--- src/rtl/regfile_pkg.sv ---
// Shared defaults, address type and packed-port slicing helper for the register file.
package regfile_pkg;

    localparam int unsigned DATA_W_DEF   = 8;
    localparam int unsigned NUM_REGS_DEF = 8;
    localparam int unsigned ADDR_W_DEF   = $clog2(NUM_REGS_DEF);

    // Widest packed port bus the slicing helper handles.
    localparam int unsigned SLICE_W = 64;

    typedef logic [ADDR_W_DEF-1:0] reg_addr_t;

    // Returns field idx of a bus made of equal-width fields, zero-extended.
    function automatic logic [SLICE_W-1:0] port_slice(input logic [SLICE_W-1:0] vec,
                                                      input int unsigned       idx,
                                                      input int unsigned       width);
        logic [SLICE_W-1:0] mask;
        mask = (SLICE_W'(1) << width) - SLICE_W'(1);
        return (vec >> (idx * width)) & mask;
    endfunction

endpackage

--- src/rtl/regfile_mp_if.sv ---
// Write, reservation and read signals of the multi-port register file.
interface regfile_mp_if import regfile_pkg::*; #(
    parameter int unsigned DATA_W   = DATA_W_DEF,
    parameter int unsigned NUM_REGS = NUM_REGS_DEF,
    parameter int unsigned NUM_RD   = 2
);
    localparam int unsigned ADDR_W = $clog2(NUM_REGS);

    logic                     we_a;
    logic [ADDR_W-1:0]        waddr_a;
    logic [DATA_W-1:0]        wdata_a;
    logic                     we_b;
    logic [ADDR_W-1:0]        waddr_b;
    logic [DATA_W-1:0]        wdata_b;
    logic                     rsv_en;
    logic [ADDR_W-1:0]        rsv_addr;
    logic [NUM_RD*ADDR_W-1:0] raddr;
    logic [NUM_RD*DATA_W-1:0] rdata;
    logic [NUM_RD-1:0]        rbusy;
    logic [NUM_REGS-1:0]      busy_vec;
    logic                     wr_conflict;

    modport master (
        output we_a, waddr_a, wdata_a, we_b, waddr_b, wdata_b, rsv_en, rsv_addr, raddr,
        input  rdata, rbusy, busy_vec, wr_conflict
    );

    modport slave (
        input  we_a, waddr_a, wdata_a, we_b, waddr_b, wdata_b, rsv_en, rsv_addr, raddr,
        output rdata, rbusy, busy_vec, wr_conflict
    );

endinterface

--- src/rtl/regfile_scoreboard.sv ---
// Per-register busy bits: reservation sets, a write clears, and per-read-port lookup.
module regfile_scoreboard import regfile_pkg::*; #(
    parameter int unsigned NUM_REGS = NUM_REGS_DEF,
    parameter int unsigned ADDR_W   = $clog2(NUM_REGS),
    parameter int unsigned NUM_RD   = 2
) (
    input  logic                     clk,
    input  logic                     rst,
    input  logic                     set_en,
    input  logic [ADDR_W-1:0]        set_addr,
    input  logic                     clr_a,
    input  logic [ADDR_W-1:0]        clr_addr_a,
    input  logic                     clr_b,
    input  logic [ADDR_W-1:0]        clr_addr_b,
    input  logic [NUM_RD*ADDR_W-1:0] raddr,
    output logic [NUM_REGS-1:0]      busy_vec,
    output logic [NUM_RD-1:0]        rbusy
);

    logic [NUM_REGS-1:0] busy_q;

    // Reservation has priority over a same-cycle write to the same register.
    always_ff @(posedge clk or negedge rst) begin
        if (!rst) begin
            busy_q <= '0;
        end else begin
            for (int unsigned r = 0; r < NUM_REGS; r++) begin
                if (set_en && (set_addr == ADDR_W'(r))) begin
                    busy_q[r] <= 1'b1;
                end else if ((clr_a && (clr_addr_a == ADDR_W'(r))) ||
                             (clr_b && (clr_addr_b == ADDR_W'(r)))) begin
                    busy_q[r] <= 1'b0;
                end
            end
        end
    end

    // Busy lookup for each read address.
    always_comb begin
        rbusy = '0;
        for (int unsigned i = 0; i < NUM_RD; i++) begin
            rbusy[i] = busy_q[ADDR_W'(port_slice(SLICE_W'(raddr), i, ADDR_W))];
        end
    end

    assign busy_vec = busy_q;

endmodule

--- src/rtl/regfile_mp.sv ---
// Multi-port register file: two prioritised write ports, N read ports, optional bypass
// and zero register, with a busy scoreboard for decode-time reservations.
module regfile_mp import regfile_pkg::*; #(
    parameter int unsigned DATA_W   = DATA_W_DEF,
    parameter int unsigned NUM_REGS = NUM_REGS_DEF,
    parameter int unsigned ADDR_W   = $clog2(NUM_REGS),
    parameter int unsigned NUM_RD   = 2,
    parameter int unsigned BYPASS   = 1,
    parameter int unsigned ZERO_REG = 0
) (
    input logic         clk,
    input logic         rst,
    regfile_mp_if.slave bus
);

    logic [DATA_W-1:0]        regs_q [NUM_REGS];
    logic                     wr_conflict_q;
    logic                     same_addr;
    logic                     wr_a;
    logic                     wr_b;
    logic                     rsv_ok;
    logic [NUM_RD-1:0]        byp_hit;
    logic [NUM_RD-1:0]        sb_rbusy;
    logic [NUM_RD*DATA_W-1:0] rdata_c;

    // Effective writes: R0 is read-only when hard-wired, and B loses to A on a clash.
    assign same_addr = (bus.waddr_a == bus.waddr_b);
    assign wr_a      = bus.we_a && !((ZERO_REG != 0) && (bus.waddr_a == '0));
    assign wr_b      = bus.we_b && !((ZERO_REG != 0) && (bus.waddr_b == '0)) &&
                       !(bus.we_a && same_addr);
    assign rsv_ok    = bus.rsv_en && !((ZERO_REG != 0) && (bus.rsv_addr == '0));

    // Data array and the one-cycle conflict flag.
    always_ff @(posedge clk or negedge rst) begin
        if (!rst) begin
            for (int unsigned r = 0; r < NUM_REGS; r++) begin
                regs_q[r] <= '0;
            end
            wr_conflict_q <= 1'b0;
        end else begin
            if (wr_a) begin
                regs_q[bus.waddr_a] <= bus.wdata_a;
            end
            if (wr_b) begin
                regs_q[bus.waddr_b] <= bus.wdata_b;
            end
            wr_conflict_q <= bus.we_a && bus.we_b && same_addr;
        end
    end

    // Read muxes with optional write-to-read forwarding; A is applied last so it wins.
    always_comb begin
        logic [ADDR_W-1:0] addr;
        logic [DATA_W-1:0] val;
        rdata_c = '0;
        byp_hit = '0;
        addr    = '0;
        val     = '0;
        for (int unsigned i = 0; i < NUM_RD; i++) begin
            addr = ADDR_W'(port_slice(SLICE_W'(bus.raddr), i, ADDR_W));
            val  = regs_q[addr];
            if ((BYPASS != 0) && wr_b && (bus.waddr_b == addr)) begin
                val        = bus.wdata_b;
                byp_hit[i] = 1'b1;
            end
            if ((BYPASS != 0) && wr_a && (bus.waddr_a == addr)) begin
                val        = bus.wdata_a;
                byp_hit[i] = 1'b1;
            end
            if (!rst || ((ZERO_REG != 0) && (addr == '0))) begin
                val = '0;
            end
            rdata_c[i*DATA_W +: DATA_W] = val;
        end
    end

    regfile_scoreboard #(
        .NUM_REGS (NUM_REGS),
        .ADDR_W   (ADDR_W),
        .NUM_RD   (NUM_RD)
    ) u_scoreboard (
        .clk        (clk),
        .rst        (rst),
        .set_en     (rsv_ok),
        .set_addr   (bus.rsv_addr),
        .clr_a      (wr_a),
        .clr_addr_a (bus.waddr_a),
        .clr_b      (wr_b),
        .clr_addr_b (bus.waddr_b),
        .raddr      (bus.raddr),
        .busy_vec   (bus.busy_vec),
        .rbusy      (sb_rbusy)
    );

    // A forwarded read carries the value that retires the reservation, so it is not busy.
    assign bus.rdata       = rdata_c;
    assign bus.rbusy       = sb_rbusy & ~byp_hit;
    assign bus.wr_conflict = wr_conflict_q;

endmodule

--- src/flat_wrapper.sv ---
// flat-port wrapper written by rule: the top's interface ports become plain ports
module regfile_mp_flat import regfile_pkg::*;
#(
    parameter int unsigned DATA_W   = DATA_W_DEF,
    parameter int unsigned NUM_REGS = NUM_REGS_DEF,
    parameter int unsigned ADDR_W   = $clog2(NUM_REGS),
    parameter int unsigned NUM_RD   = 2,
    parameter int unsigned BYPASS   = 1,
    parameter int unsigned ZERO_REG = 0
)
  (clk, rst, bus_we_a, bus_waddr_a, bus_wdata_a, bus_we_b, bus_waddr_b, bus_wdata_b, bus_rsv_en, bus_rsv_addr, bus_raddr, bus_rdata, bus_rbusy, bus_busy_vec, bus_wr_conflict);
  regfile_mp_if #(.DATA_W(DATA_W), .NUM_REGS(NUM_REGS), .NUM_RD(NUM_RD)) bus_i ();
  input logic clk;
  input logic rst;
  input wire logic [$bits(bus_i.we_a)-1:0] bus_we_a;
  input wire logic [$bits(bus_i.waddr_a)-1:0] bus_waddr_a;
  input wire logic [$bits(bus_i.wdata_a)-1:0] bus_wdata_a;
  input wire logic [$bits(bus_i.we_b)-1:0] bus_we_b;
  input wire logic [$bits(bus_i.waddr_b)-1:0] bus_waddr_b;
  input wire logic [$bits(bus_i.wdata_b)-1:0] bus_wdata_b;
  input wire logic [$bits(bus_i.rsv_en)-1:0] bus_rsv_en;
  input wire logic [$bits(bus_i.rsv_addr)-1:0] bus_rsv_addr;
  input wire logic [$bits(bus_i.raddr)-1:0] bus_raddr;
  output wire logic [$bits(bus_i.rdata)-1:0] bus_rdata;
  output wire logic [$bits(bus_i.rbusy)-1:0] bus_rbusy;
  output wire logic [$bits(bus_i.busy_vec)-1:0] bus_busy_vec;
  output wire logic [$bits(bus_i.wr_conflict)-1:0] bus_wr_conflict;
  assign bus_i.we_a = bus_we_a;
  assign bus_i.waddr_a = bus_waddr_a;
  assign bus_i.wdata_a = bus_wdata_a;
  assign bus_i.we_b = bus_we_b;
  assign bus_i.waddr_b = bus_waddr_b;
  assign bus_i.wdata_b = bus_wdata_b;
  assign bus_i.rsv_en = bus_rsv_en;
  assign bus_i.rsv_addr = bus_rsv_addr;
  assign bus_i.raddr = bus_raddr;
  assign bus_rdata = bus_i.rdata;
  assign bus_rbusy = bus_i.rbusy;
  assign bus_busy_vec = bus_i.busy_vec;
  assign bus_wr_conflict = bus_i.wr_conflict;
  regfile_mp #(.DATA_W(DATA_W), .NUM_REGS(NUM_REGS), .ADDR_W(ADDR_W), .NUM_RD(NUM_RD), .BYPASS(BYPASS), .ZERO_REG(ZERO_REG)) u_core (.clk(clk), .rst(rst), .bus(bus_i));
endmodule
--- config.mk ---
export PLATFORM = sky130hd
export DESIGN_NAME = regfile_mp_flat
export DESIGN_NICKNAME = d
export VERILOG_FILES = /design/src/rtl/regfile_pkg.sv /design/src/rtl/regfile_mp_if.sv /design/src/rtl/regfile_scoreboard.sv /design/src/rtl/regfile_mp.sv /design/src/flat_wrapper.sv
export SDC_FILE = /design/constraint.sdc
export NUM_CORES = 1
export LEC_CHECK = 0
export BUFFER_PORTS_ARGS = -buffer_cell sky130_fd_sc_hd__buf_2
export CAP_MARGIN = 0
export CORE_MARGIN = 10
export CORE_UTILIZATION = 55
export DETAILED_ROUTE_END_ITERATION = 6
export GPL_ROUTABILITY_DRIVEN = 0
export PLACE_DENSITY = 0.72
export SYNTH_ARGS = -nofsm -noshare
export SYNTH_HDL_FRONTEND = slang
export SYNTH_HIERARCHICAL = 1
export SYNTH_SLANG_ARGS = --single-unit
--- constraint.sdc ---
create_clock -name clk -period 4.6 [get_ports clk]
set_input_delay 0.69 -clock clk [delete_from_list [all_inputs] [get_ports clk]]
set_output_delay 0.69 -clock clk [all_outputs]
set_load 0.02 [all_outputs]
* Word-level counts from Yosys, hierarchy flattened *
Cells that the tools add are included.

storage, ports and cells
  register bits after elaboration = 73
  latch bits = 0
  bits in writable memories = 0
  bits in read-only memories = 0
  input port bits = 36
  output and inout bits = 27
  logic and storage cells = 155
  memories = 0

cells by class
  add/sub/neg operators = 0
  multiply operators = 0
  div/mod/pow operators = 0
  $lt $le $gt $ge = 8
  eq/ne operators = 26
  shifts and indexed selects = 0
  multiplexer cells = 44
  bitwise logic cells = 6
  reductions and logical operators = 54

operators with widths
  cell                                                        number
  bitwise mux 64 bit                                          2
  2-to-1 mux 64 bit                                           2
  2-to-1 mux 8 bit                                            12
  binary-select mux 8 bit (select 3 bit)                      2
  demux 8 bit (select 3 bit)                                  2
  == test 3 bit, second input constant                        12
  logical AND 1 bit                                           34
  2-to-1 mux 1 bit                                            22
  == test 3 x 2 -> 1 bit, second input constant               6
  >= comparator 4 bit, second input constant                  4
  inverter 3 -> 4 bit                                         4
  nonzero test 2 bit                                          8
  == test 3 bit                                               5
  == test 3 x 1 -> 1 bit, second input constant               3
  zero test 3 bit                                             3
  logical OR 1 bit                                            8
  less-than comparator 3 x 4 -> 1 bit, second input constant  2
  less-than comparator 4 x 1 -> 1 bit, second input constant  2
  binary-select mux 1 bit (select 3 bit)                      2
  AND 2 bit                                                   1
  inverter 2 bit                                              1
  zero test 1 bit                                             1

* Depth between registers and ports, before layout *
  depth in word-level cells = 9
  mapped depth = 8
  gate-level depth less buffers = 5

* Hierarchy *
The synthesis kept the hierarchy.

modules (own cells, without submodules)
  module              times used  cells an instance  area each (sq um)  sequential area each (sq um)
  regfile_mp          1           405                4,993.5            1,626.6
  regfile_scoreboard  1           44                 580.6              200.2

* Least setup slack after synthesis *
OpenSTA, ideal clock, no wires.

  kind = input-to-output
  from = input port bus_raddr[4]
  to = output port bus_rdata[11]
  data arrival time = 2,480 ps
  data required time = 3,910 ps
  setup slack = 1,430 ps
  stages on the path = 7
  buffers on the path = 3
  path through = buf_2 > buf_2 > xnor2_1 > and3_1 > clkbuf_1 > a21oi_1 > o31ai_1

between the ends
  longest elaborated chain between the ends = 7
  elaborated cells on any way between the ends = 11
  those cells by class = eq/ne (2); mux (6); bitwise (1); reduce/logical (2)

ends and longest elaborated chain
  item                                                  RTL line            text
  start: declaration                                    flat_wrapper.sv:23  input wire logic [$bits(bus_i.raddr)-1:0] bus_raddr;
  inverter 3 -> 4 bit (implied by the code)             regfile_mp.sv:61    val = regs_q[addr];
  binary-select mux 8 bit (select 3 bit)                regfile_mp.sv:61
  2-to-1 mux 8 bit (implied by the code) (2 in series)  regfile_mp.sv:61
  2-to-1 mux 8 bit                                      regfile_mp.sv:62    if ((BYPASS != 0) && wr_b && (bus.waddr_b == addr)) begin
  2-to-1 mux 8 bit (*)                                  regfile_mp.sv:66    if ((BYPASS != 0) && wr_a && (bus.waddr_a == addr)) begin
  2-to-1 mux 8 bit (*)                                  regfile_mp.sv:70    if (!rst || ((ZERO_REG != 0) && (addr == '0))) begin
  end: declaration                                      flat_wrapper.sv:24  output wire logic [$bits(bus_i.rdata)-1:0] bus_rdata;

Mark *: on every way between the ends. The rest lies on a longest branch, timed or not. The select of a mux whose other input is x is not followed.

* Worst setup path after layout *
  from = input port bus_waddr_a[0]
  to = output port bus_rdata[9]

between the ends
  longest elaborated chain between the ends = 8
  elaborated cells on any way between the ends = 10
  those cells by class = eq/ne (2); mux (3); reduce/logical (5)

ends and longest elaborated chain
  item                  RTL line            text
  start: declaration    flat_wrapper.sv:16  input wire logic [$bits(bus_i.waddr_a)-1:0] bus_waddr_a;
  == test 3 bit         regfile_mp.sv:27    assign same_addr = (bus.waddr_a == bus.waddr_b);
  logical AND 1 bit     regfile_mp.sv:30    !(bus.we_a && same_addr);
  zero test 1 bit       regfile_mp.sv:30
  logical AND 1 bit     regfile_mp.sv:29    assign wr_b = bus.we_b && !((ZERO_REG != 0) && (bus.waddr_b == '0)) &&
  logical AND 1 bit     regfile_mp.sv:62
  2-to-1 mux 8 bit      regfile_mp.sv:62
  2-to-1 mux 8 bit (*)  regfile_mp.sv:66
  2-to-1 mux 8 bit (*)  regfile_mp.sv:70

Mark *: on every way between the ends. The rest lies on a longest branch, timed or not.

==> qor.txt <==
Worst slew pin tran: 1.08 ns
Final setup fails: 0
# hold bufs at CTS: 0
CTS tree: built
Die area: 0.0146 mm²
CP max FO: 26
# port buffers: 62
Final wirelength: 16.3 mm
Fill count: 804
Die Y: 121 µm
Via count: 4263
EDFF count, synth: 0
Ports: 63
CP startpoint kind: primary input
Peak Freq: 278 MHz
1st-pass router iterations: 5
Area delta synth->final: 9.27%
Yosys warnings: 6
IR drop worst, VDD: 0.211 mV
Final Util: 0.620
Syn Inst Count: 449
Largest net degree at the start of global routing: 74
Inserted Clock Buffers: 9
Drt drc: 0
Layer carrying the most global-route usage: met2
Pre-CTS setup slack: 1.10 ns
Crit path launch: bus_waddr_a[0]
Placed inst area: 0.00590 mm²
#FFs+latches synth: 73
Vias/cell: 6.83
CTS root buffer: clkbuf_8
Async SR Flop Fraction: 1.00
Max_cap viols: 0
Clk_lat worst skew: 0.35 ns
DRT iter0 DRCs: 333
CP endpoint kind: primary output
Antenna cells: 0
Sum Neg Setup Slack: 0 ns
First-pass GRT wire length: 25.0 mm
Cell Area, Synth: 0.00557 mm²
Outcome: finished, final reports clean
Pwr/cell area: 375 mW/mm²
M2 GR Usage: 0.351
Met1 usage: 0.290
Kind of critical path: primary input to primary output
Skew final: 0 ns
HPWL after detailed placement: 10.5 mm
# clock sinks: 73
Post-synthesis sequential area ratio: 0.328
Met3 usage in global routing: 0.0456
Final WS setup: 1.00 ns
Reg2Reg Depth: 2
Hold Path Class: register to register
Drt wl/cell: 26.0 µm
Initial Util: 0.568
Crit path capture: bus_rdata[9]
RSZ-0062 raised after global routing: no
R2R Setup Slk: 3.54 ns
GRT Total Usage: 0.220
Slew Limit Fails: 0
Main synth FF type: dfrtp_1
PostCTS Resize Cnt: 0
Total gr overflow: 0
Clk pin slew, worst setup/hold paths: 0.08 ns
Fraction of layout cells with a size suffix above 1: 0.556
Row count: 36
Finished Cell Area: 0.00609 mm²
Hold Fails Final Rpt: 0
R2R Path Start: u_core/regs_q[42]
Die Wd: 121 µm
Pleak: 2.43 nW
Hold path start: u_core/u_scoreboard/busy_vec[6]
Tcrit/Tclk final: 0.782
Buffer count from post-CTS setup fixing: 0
Commonest non-fill, non-tap cells in the layout: mux2_2 (137), dfrtp_1 (73), buf_2 (61)
Core Area: 0.00982 mm²
Initial antenna violation count: 0
DRT antenna net count: 0
WP data required: 3.91 ns
Syn Nets: 485
Final net count: 522
R2r endpoint: u_core/regs_q[42]
Fin crit period: 3.60 ns
Netlist cell types: 40
CTS max path bufs: 2
Vias in the first global route: 4237
CTS H-tree depth: 3
Worst relative slew slack: 0.278
Commonest non-fill, non-tap cell in the layout: mux2_2
Syn avg cell area: 12.4 µm²
Worst EP arrival: 2.91 ns
-- cells in the mapped netlist (5+ instances only) --
cell	n	area, µm²
nor3_1	17	85.1
xnor2_1	8	70.1
or4bb_1	6	67.6
nand2_1	26	97.6
a21oi_1	18	90.1
dfrtp_1	73	1830
nand4_1	5	31.3
nand4b_1	9	78.8
a32o_1	8	80.1
xor2_1	6	52.6
buf_1	9	33.8
o31ai_1	16	120
mux4_2	36	811
mux2_2	137	1540
buf_2	11	55.1
mux2_4	8	120
clkbuf_1	15	56.3
-- cell families after synthesis --
logic type	synth area share
multiplexers	0.446
AO/OA/AOI/OAI	0.0554
flip-flops	0.328
buffers and inverters	0.0368
XOR/XNOR	0.0249
AND/OR/NAND/NOR	0.109
-- flip-flops by register name, indices dropped and copies added, names as in the netlist --
name,count
u_core/bus.wr_conflict,1
u_core/regs_q,64
u_core/u_scoreboard/busy_vec,8
-- layer usage --
| metal | vias up | share of wire |
|---|---|---|
| met5 | - | 0 |
| met4 | 0 | 0.024 |
| met1 | 2205 | 0.42 |
| li1 | 1838 | - |
| met2 | 189 | 0.49 |
| met3 | 31 | 0.074 |
-- where the power goes --
part	total [W]	switching (W)	internal, W
clock	0.000522	0.000269	0.000253
combinational	0.000851	0.000366	0.000485
sequential	0.000914	0.000119	0.000795
total	0.00229	0.000754	0.00153
-- how the worst min path moves through the flow --
stage,endpoint,depth (start not counted),slack (ns)
2_1_floorplan,u_core/bus.wr_conflict,0,0.39
3_3_place_gp,u_core/u_scoreboard/busy_vec[7],1,0.56
3_5_place_dp,u_core/u_scoreboard/busy_vec[3],1,0.57
4_1_cts,u_core/u_scoreboard/busy_vec[3],1,0.59
5_1_grt,u_core/u_scoreboard/busy_vec[7],1,0.62
6_report,u_core/u_scoreboard/busy_vec[6],1,0.60
-- final cells by class --
type | count | area [µm²] | share of cell area
Clock buffer | 10 | 128 | 0.0210
Timing Repair Buffer | 66 | 343 | 0.0563
Inverter | 3 | 11.3 | 0.00185
Multi-Input combinational cell | 333 | 3550 | 0.583
Sequential cell | 73 | 1830 | 0.300
Tap cell | 133 | 166 | 0.0273
Clock inverter | 6 | 67.6 | 0.0111
-- worst max-delay path: stages --
cell and delay (ns):
buf_2 0.30, xnor2_1 0.19, a41o_1 0.50, inv_2 0.46
a21oi_1 0.13, o31ai_1 0.38, buf_2 0.25
-- metrics by stage --
stage	power [W]	hold slack, ns	instances
2_1_floorplan	0.00154	0.394	449
5_1_grt	0.00239	0.615	624
3_5_place_dp	0.00176	0.568	608
3_3_place_gp	0.00172	0.558	608
6_report	0.00229	0.596	624
4_1_cts	0.00228	0.591	624
Power figures use the tool's default switching activity.
